<file path="config.mk">
export PLATFORM = sky130hd
export DESIGN_NAME = lfsr_period_monitor
export DESIGN_NICKNAME = d
export VERILOG_FILES = /design/src/rtl/lfsr_pkg.sv /design/src/rtl/lfsr_next_state.sv /design/src/rtl/lfsr_period_monitor.sv
export SDC_FILE = /design/constraint.sdc
export NUM_CORES = 1
export LEC_CHECK = 0
export CORE_AREA = 4 4 46 48
export DETAILED_ROUTE_END_ITERATION = 16
export DIE_AREA = 0 0 50 52
export DONT_BUFFER_PORTS = 1
export GPL_TIMING_DRIVEN = 0
export PLACE_DENSITY_LB_ADDON = 0.2
export SYNTH_ARGS = -nofsm -noshare
export SYNTH_HDL_FRONTEND = slang
export SYNTH_SLANG_ARGS = --single-unit
</file>
<file path="constraint.sdc">
create_clock -name clk -period 1.84 [get_ports clk]
set_input_delay 0.368 -clock clk [delete_from_list [all_inputs] [get_ports clk]]
set_output_delay 0.368 -clock clk [all_outputs]
set_load 0.02 [all_outputs]
</file>
<file path="src/rtl/lfsr_pkg.sv">
// Shared LFSR definitions: default geometry, tap mask and the period-monitor
// FSM state encoding. Imported by the LFSR-side and monitor-side blocks.
package lfsr_pkg;

    localparam int                    LFSR_WIDTH        = 4;
    localparam logic [LFSR_WIDTH-1:0] LFSR_TAPS_DEFAULT = 4'b1100;

    // Longest legal period of a maximal-length LFSR of the default width.
    localparam logic [LFSR_WIDTH:0]   MAX_PERIOD        = 5'd15;

    typedef enum logic [1:0] {
        IDLE  = 2'd0,
        COUNT = 2'd1,
        DONE  = 2'd2,
        FAULT = 2'd3
    } mon_state_t;

endpackage : lfsr_pkg

</file>
<file path="src/rtl/lfsr_next_state.sv">
// Combinational Fibonacci LFSR step: shift left, feed back the XOR of the
// tapped bits into bit 0. Shared by the LFSR and the period monitor.
module lfsr_next_state #(
    parameter int               WIDTH = 4,
    parameter logic [WIDTH-1:0] TAPS  = 4'b1100
) (
    input  logic [WIDTH-1:0] i_state,
    output logic [WIDTH-1:0] o_next
);

    assign o_next = {i_state[WIDTH-2:0], ^(i_state & TAPS)};

endmodule : lfsr_next_state

</file>
<file path="src/rtl/lfsr_period_monitor.sv">
// Period monitor for the LFSR state bus. Captures a reference state, counts
// enabled samples until the reference recurs, and flags all-zero lockup and
// sequences that never return. Every output is registered.
// Build option: define LFSR_PERIOD_MON_STEP_CHECK_EN to add a per-sample
// check of w against next(prev); otherwise step_err is tied low.
module lfsr_period_monitor
    import lfsr_pkg::*;
#(
    parameter int               WIDTH = LFSR_WIDTH,
    parameter logic [WIDTH-1:0] TAPS  = LFSR_TAPS_DEFAULT
) (
    input  logic             clk,
    input  logic             reset,
    input  logic             en,
    input  logic             clear,
    input  logic [WIDTH-1:0] w,
    output logic             busy,
    output logic [WIDTH:0]   period,
    output logic             period_valid,
    output logic             maximal,
    output logic             lockup,
    output logic             timeout,
    output logic             step_err
);

    // Largest legal period and the count at which the sequence is declared
    // non-returning; the counter is one bit wider so neither overflows.
    localparam logic [WIDTH:0]   PERIOD_MAX = {1'b0, {WIDTH{1'b1}}};
    localparam logic [WIDTH:0]   CNT_LIMIT  = {1'b1, {WIDTH{1'b0}}};
    localparam logic [WIDTH-1:0] ZERO_STATE = {WIDTH{1'b0}};
    localparam logic [WIDTH:0]   CNT_ONE    = {{WIDTH{1'b0}}, 1'b1};

    mon_state_t       r_state,  w_state_nxt;
    logic [WIDTH-1:0] r_ref,    w_ref_nxt;
    logic [WIDTH:0]   r_cnt,    w_cnt_nxt;
    logic [WIDTH:0]   r_period, w_period_nxt;
    logic             r_valid,  w_valid_nxt;
    logic             r_max,    w_max_nxt;
    logic             r_lock,   w_lock_nxt;
    logic             r_tout,   w_tout_nxt;
    logic             r_busy;
    logic [WIDTH:0]   w_cnt_inc;
    logic             w_is_zero;

    assign w_cnt_inc = r_cnt + CNT_ONE;
    assign w_is_zero = (w == ZERO_STATE);

    // Next-state and next-output decode; en=0 leaves everything frozen.
    always_comb begin
        w_state_nxt  = r_state;
        w_ref_nxt    = r_ref;
        w_cnt_nxt    = r_cnt;
        w_period_nxt = r_period;
        w_valid_nxt  = r_valid;
        w_max_nxt    = r_max;
        w_lock_nxt   = r_lock;
        w_tout_nxt   = r_tout;
        case (r_state)
            IDLE: begin
                if (en) begin
                    if (w_is_zero) begin
                        w_lock_nxt  = 1'b1;
                        w_state_nxt = FAULT;
                    end else begin
                        w_ref_nxt   = w;
                        w_cnt_nxt   = {(WIDTH+1){1'b0}};
                        w_state_nxt = COUNT;
                    end
                end else begin
                    w_state_nxt = IDLE;
                end
            end
            COUNT: begin
                if (en) begin
                    if (w_is_zero) begin
                        w_lock_nxt  = 1'b1;
                        w_state_nxt = FAULT;
                    end else if (w == r_ref) begin
                        w_period_nxt = w_cnt_inc;
                        w_valid_nxt  = 1'b1;
                        w_max_nxt    = (w_cnt_inc == PERIOD_MAX);
                        w_state_nxt  = DONE;
                    end else if (w_cnt_inc == CNT_LIMIT) begin
                        w_tout_nxt  = 1'b1;
                        w_state_nxt = FAULT;
                    end else begin
                        w_cnt_nxt = w_cnt_inc;
                    end
                end else begin
                    w_state_nxt = COUNT;
                end
            end
            DONE:    w_state_nxt = DONE;
            FAULT:   w_state_nxt = FAULT;
            default: w_state_nxt = IDLE;
        endcase
    end

    // State and output registers; reset dominates clear, both restart in IDLE.
    always_ff @(posedge clk) begin
        if (reset || clear) begin
            r_state  <= IDLE;
            r_ref    <= {WIDTH{1'b0}};
            r_cnt    <= {(WIDTH+1){1'b0}};
            r_period <= {(WIDTH+1){1'b0}};
            r_valid  <= 1'b0;
            r_max    <= 1'b0;
            r_lock   <= 1'b0;
            r_tout   <= 1'b0;
            r_busy   <= 1'b0;
        end else begin
            r_state  <= w_state_nxt;
            r_ref    <= w_ref_nxt;
            r_cnt    <= w_cnt_nxt;
            r_period <= w_period_nxt;
            r_valid  <= w_valid_nxt;
            r_max    <= w_max_nxt;
            r_lock   <= w_lock_nxt;
            r_tout   <= w_tout_nxt;
            r_busy   <= (w_state_nxt == COUNT);
        end
    end

    assign busy         = r_busy;
    assign period       = r_period;
    assign period_valid = r_valid;
    assign maximal      = r_max;
    assign lockup       = r_lock;
    assign timeout      = r_tout;

`ifdef LFSR_PERIOD_MON_STEP_CHECK_EN
    logic [WIDTH-1:0] r_prev;
    logic [WIDTH-1:0] w_prev_next;
    logic             r_step_err;

    lfsr_next_state #(
        .WIDTH (WIDTH),
        .TAPS  (TAPS)
    ) u_next (
        .i_state (r_prev),
        .o_next  (w_prev_next)
    );

    // Track the previous sample and flag any non-zero sample that is not its successor.
    always_ff @(posedge clk) begin
        if (reset || clear) begin
            r_prev     <= {WIDTH{1'b0}};
            r_step_err <= 1'b0;
        end else if (en && (r_state == IDLE) && !w_is_zero) begin
            r_prev <= w;
        end else if (en && (r_state == COUNT)) begin
            r_prev <= w;
            if (!w_is_zero && (w != w_prev_next)) begin
                r_step_err <= 1'b1;
            end
        end
    end

    assign step_err = r_step_err;
`else
    assign step_err = 1'b0;
`endif

endmodule : lfsr_period_monitor

</file>
==> flow_metrics.py <==
metrics = {
    "run_status": {
        "outcome": "complete, no violations",
    },
    "synth": {
        "yosysSeqAreaShare_pct": 41.7,
        "synth_warnings": 0,
        "synth_compound_area_share_pct": 15.8,
        "yosys.area_share.xor_xnor_pct": 6.08,
        "muxShareOfSynthArea_pct": 0,
        "synth_async_sr_flop_share_pct": 0,
        "synth_top_family_by_area": "simple AND/OR/NAND/NOR gates",
        "synth_edf_count": 0,
        "synth-seq-cells": 21,
        "netlist_area_sq_um": 1010,
        "synth_cell_type_count": 34,
        "synth_cells": 109,
        "syn_area_per_cell_sq_um": 9.25,
        "synth-simple-area-share_pct": 30.3,
        "synth_fa_ha_area_share_pct": 2.48,
        "synth_nets": 119,
        "ys.flop_type": "dfxtp_1",
    },
    "global_routing": {
        "grt_pass1_wl_um": 3390,
        "grt_max_degree": 13,
        "overflow": 0,
        "antenna_found_initial": 0,
        "grt_usage_pct": 16.9,
        "grt_pass1_vias": 813,
    },
    "clocking": {
        "post_cts_resize_count": 0,
        "clockBufferDepth": 2,
        "worstSkewPairLatency_ns": 0.30,
        "clkTransAtPathRegs_ns": 0.12,
        "cts-buffers-inserted": 3,
        "cts_hold_buffers": 0,
        "clock-root-buffer": "clkbuf_4",
        "post-cts-setup-buffers": 0,
        "cts_tree": "done",
        "ctsHtreeMaxLevel": 1,
        "cts_sinks": 21,
    },
    "timing": {
        "skew_ns": 0.00952,
        "finalHoldViolCount": 0,
        "setup_viol": 0,
        "finalCriticalPeriod_ns": 1.65,
        "rsz0062_at_grt": "no",
        "finalCritPeriodShare_pct": 89.6,
        "final_max_slew_viol_count": 0,
        "max_freq_mhz": 607,
        "slew_headroom_pct": 63.9,
        "worst_pin_slew_ns": 0.541,
        "fin_tns_setup_ns": 0,
    },
    "critical_path": {
        "path_cells": "ha_1 -> nand2_1 -> o21ai_1 -> nor3_2 -> a22o_1",
        "critPathRequiredTime_ns": 2.05,
        "cp_max_fo": 6,
        "crit_type": "flop to flop",
        "end_kind": "flop",
        "max_stage_delay_ns": 0.46,
        "critPathSlowestCell": "dfxtp_1",
        "cp-start-kind": "flop",
        "cpLargestDelayFamily": "compound AO/OA/AOI/OAI gates",
        "worst-path-buf-inv": 0,
        "critical_path_arrival_ns": 1.86,
    },
    "die": {
        "die_y_um": 52,
        "rows": 15,
        "die_x_um": 50,
        "floorplan.initialDensity_pct": 59.0,
        "core_area_sq_um": 1710,
        "io_pins": 19,
        "dieArea_sq_um": 2600,
    },
    "cells_and_area": {
        "drive_above_1_share_pct": 15.0,
        "nFillCells": 154,
        "final_common_cell": "dfxtp_1",
        "final-seq-area_sq_um": 420,
        "n_antenna_cell": 0,
        "multi_input_area_sq_um": 554,
        "layout.nets": 124,
        "final_cell_mix": "21 x dfxtp_1, 18 x nor2_1, 7 x nor3_1, 6 x nand2_1",
        "area_growth_pct": 5.83,
        "stdcell_area_sq_um": 1070,
    },
    "routing": {
        "via_count": 778,
        "wl_per_cell_um": 14.1,
        "drt-vias-per-instance": 5.64,
        "ant_nets": 0,
        "first_iter_violations": 10,
        "first_pass_iters": 5,
        "finalWirelength_um": 1940,
        "route.detailed.drc": 0,
    },
    "job": {
        "drv_cap": 0,
    },
    "placed_design": {
        "placed_area_sq_um": 1040,
        "port_buffers": 0,
        "routabilityCongestion": 0.775,
        "dp_hpwl_um": 1490,
    },
    "power_and_ir_drop": {
        "irDropWorstVdd_mv": 0.474,
        "power_uw": 752,
        "powerDensity_nw_per_um2": 705,
        "leakage_nw": 0.372,
    },
    "min_path": {
        "hold_class": "input pin to flop",
    },
}
-- metal layers --
metal,up-vias,routed length [um],GRT usage (%)
li1,395,-,-
met1,365,884,17.8
met2,16,936,31.5
met3,2,105,4.58
met4,0,16,6.91
met5,-,0,0
-- final timing paths --
path,endpoint,cells past startpoint,slack (ns),startpoint
worst max-delay path,r_cnt[0],5,0.19,r_cnt[0]
worst min-delay path,r_ref[2],2,0.23,w[2]
worst max register to register,r_cnt[0],5,0.19,r_cnt[0]
worst min register to register,r_ref[0],2,0.54,r_ref[0]
-- synthesized netlist by cell type, types with 2 or more instances --
library cell / n / share of area (%)
dfxtp_1: 21 / 42
nor2_1: 18 / 6.7
nor3_1: 7 / 3.5
nand2_1: 6 / 2.2
a21oi_1: 5 / 2.5
nand3_1: 5 / 2.5
xnor2_1: 5 / 4.3
a22oi_1: 4 / 3.0
a211oi_2: 3 / 3.7
a32o_1: 3 / 3.0
o21ai_0: 3 / 1.5
clkbuf_1: 2 / 0.74
ha_1: 2 / 2.5
inv_1: 2 / 0.74
nor2b_1: 2 / 1.2
nor3_2: 2 / 2.0
xor2_1: 2 / 1.7
-- logic make-up (layout without fill, tap and decap cells) --
logic type	count (synthesis)	count (layout)
AO/OA/AOI/OAI	21	21
buffers and inverters	6	10
flip-flops	21	21
other	1	1
AND/OR/NAND/NOR	51	51
XOR/XNOR	7	7
adder cells (fa/ha/maj)	2	2
-- state kept, by name, summed over array words and instances, names as in the netlist --
register      count
maximal           1
r_ref             4
r_cnt             5
timeout           1
r_state           2
busy              1
lockup            1
period_valid      1
period            5
-- stage by stage --
stage                     hold WS, ns  utilization (%)  cells  worst slack, ns
after global placement          0.503             60.9    134            0.241
after floorplan                 0.487                -    109            0.343
after CTS                       0.219             62.5    138            0.207
after global routing            0.248             62.5    138           0.0640
after detailed placement        0.511             60.9    134            0.225
final                           0.227             62.5    138            0.191
-- worst register-to-register path: stages (launching register included) --
cell	delay, ns
dfxtp_1	0.46
ha_1	0.30
nand2_1	0.10
o21ai_1	0.32
nor3_2	0.12
a22o_1	0.25
-- power breakdown --
| part | switching [mW] | internal, mW |
|---|---|---|
| clock network | 0.141 | 0.0810 |
| registers | 0.00746 | 0.461 |
| logic | 0.0380 | 0.0244 |
| total | 0.186 | 0.566 |
-- cell type report --
cell class,instances,share of cell area (%)
clock buffers,3,2.11
flip-flops and latches,21,39.4
plain buffers,4,2.46
well taps,25,2.93
clock inverters,1,0.469
multi-input cells,82,51.9
inverters,2,0.703
No activity file was read; power rests on OpenSTA's default activity.
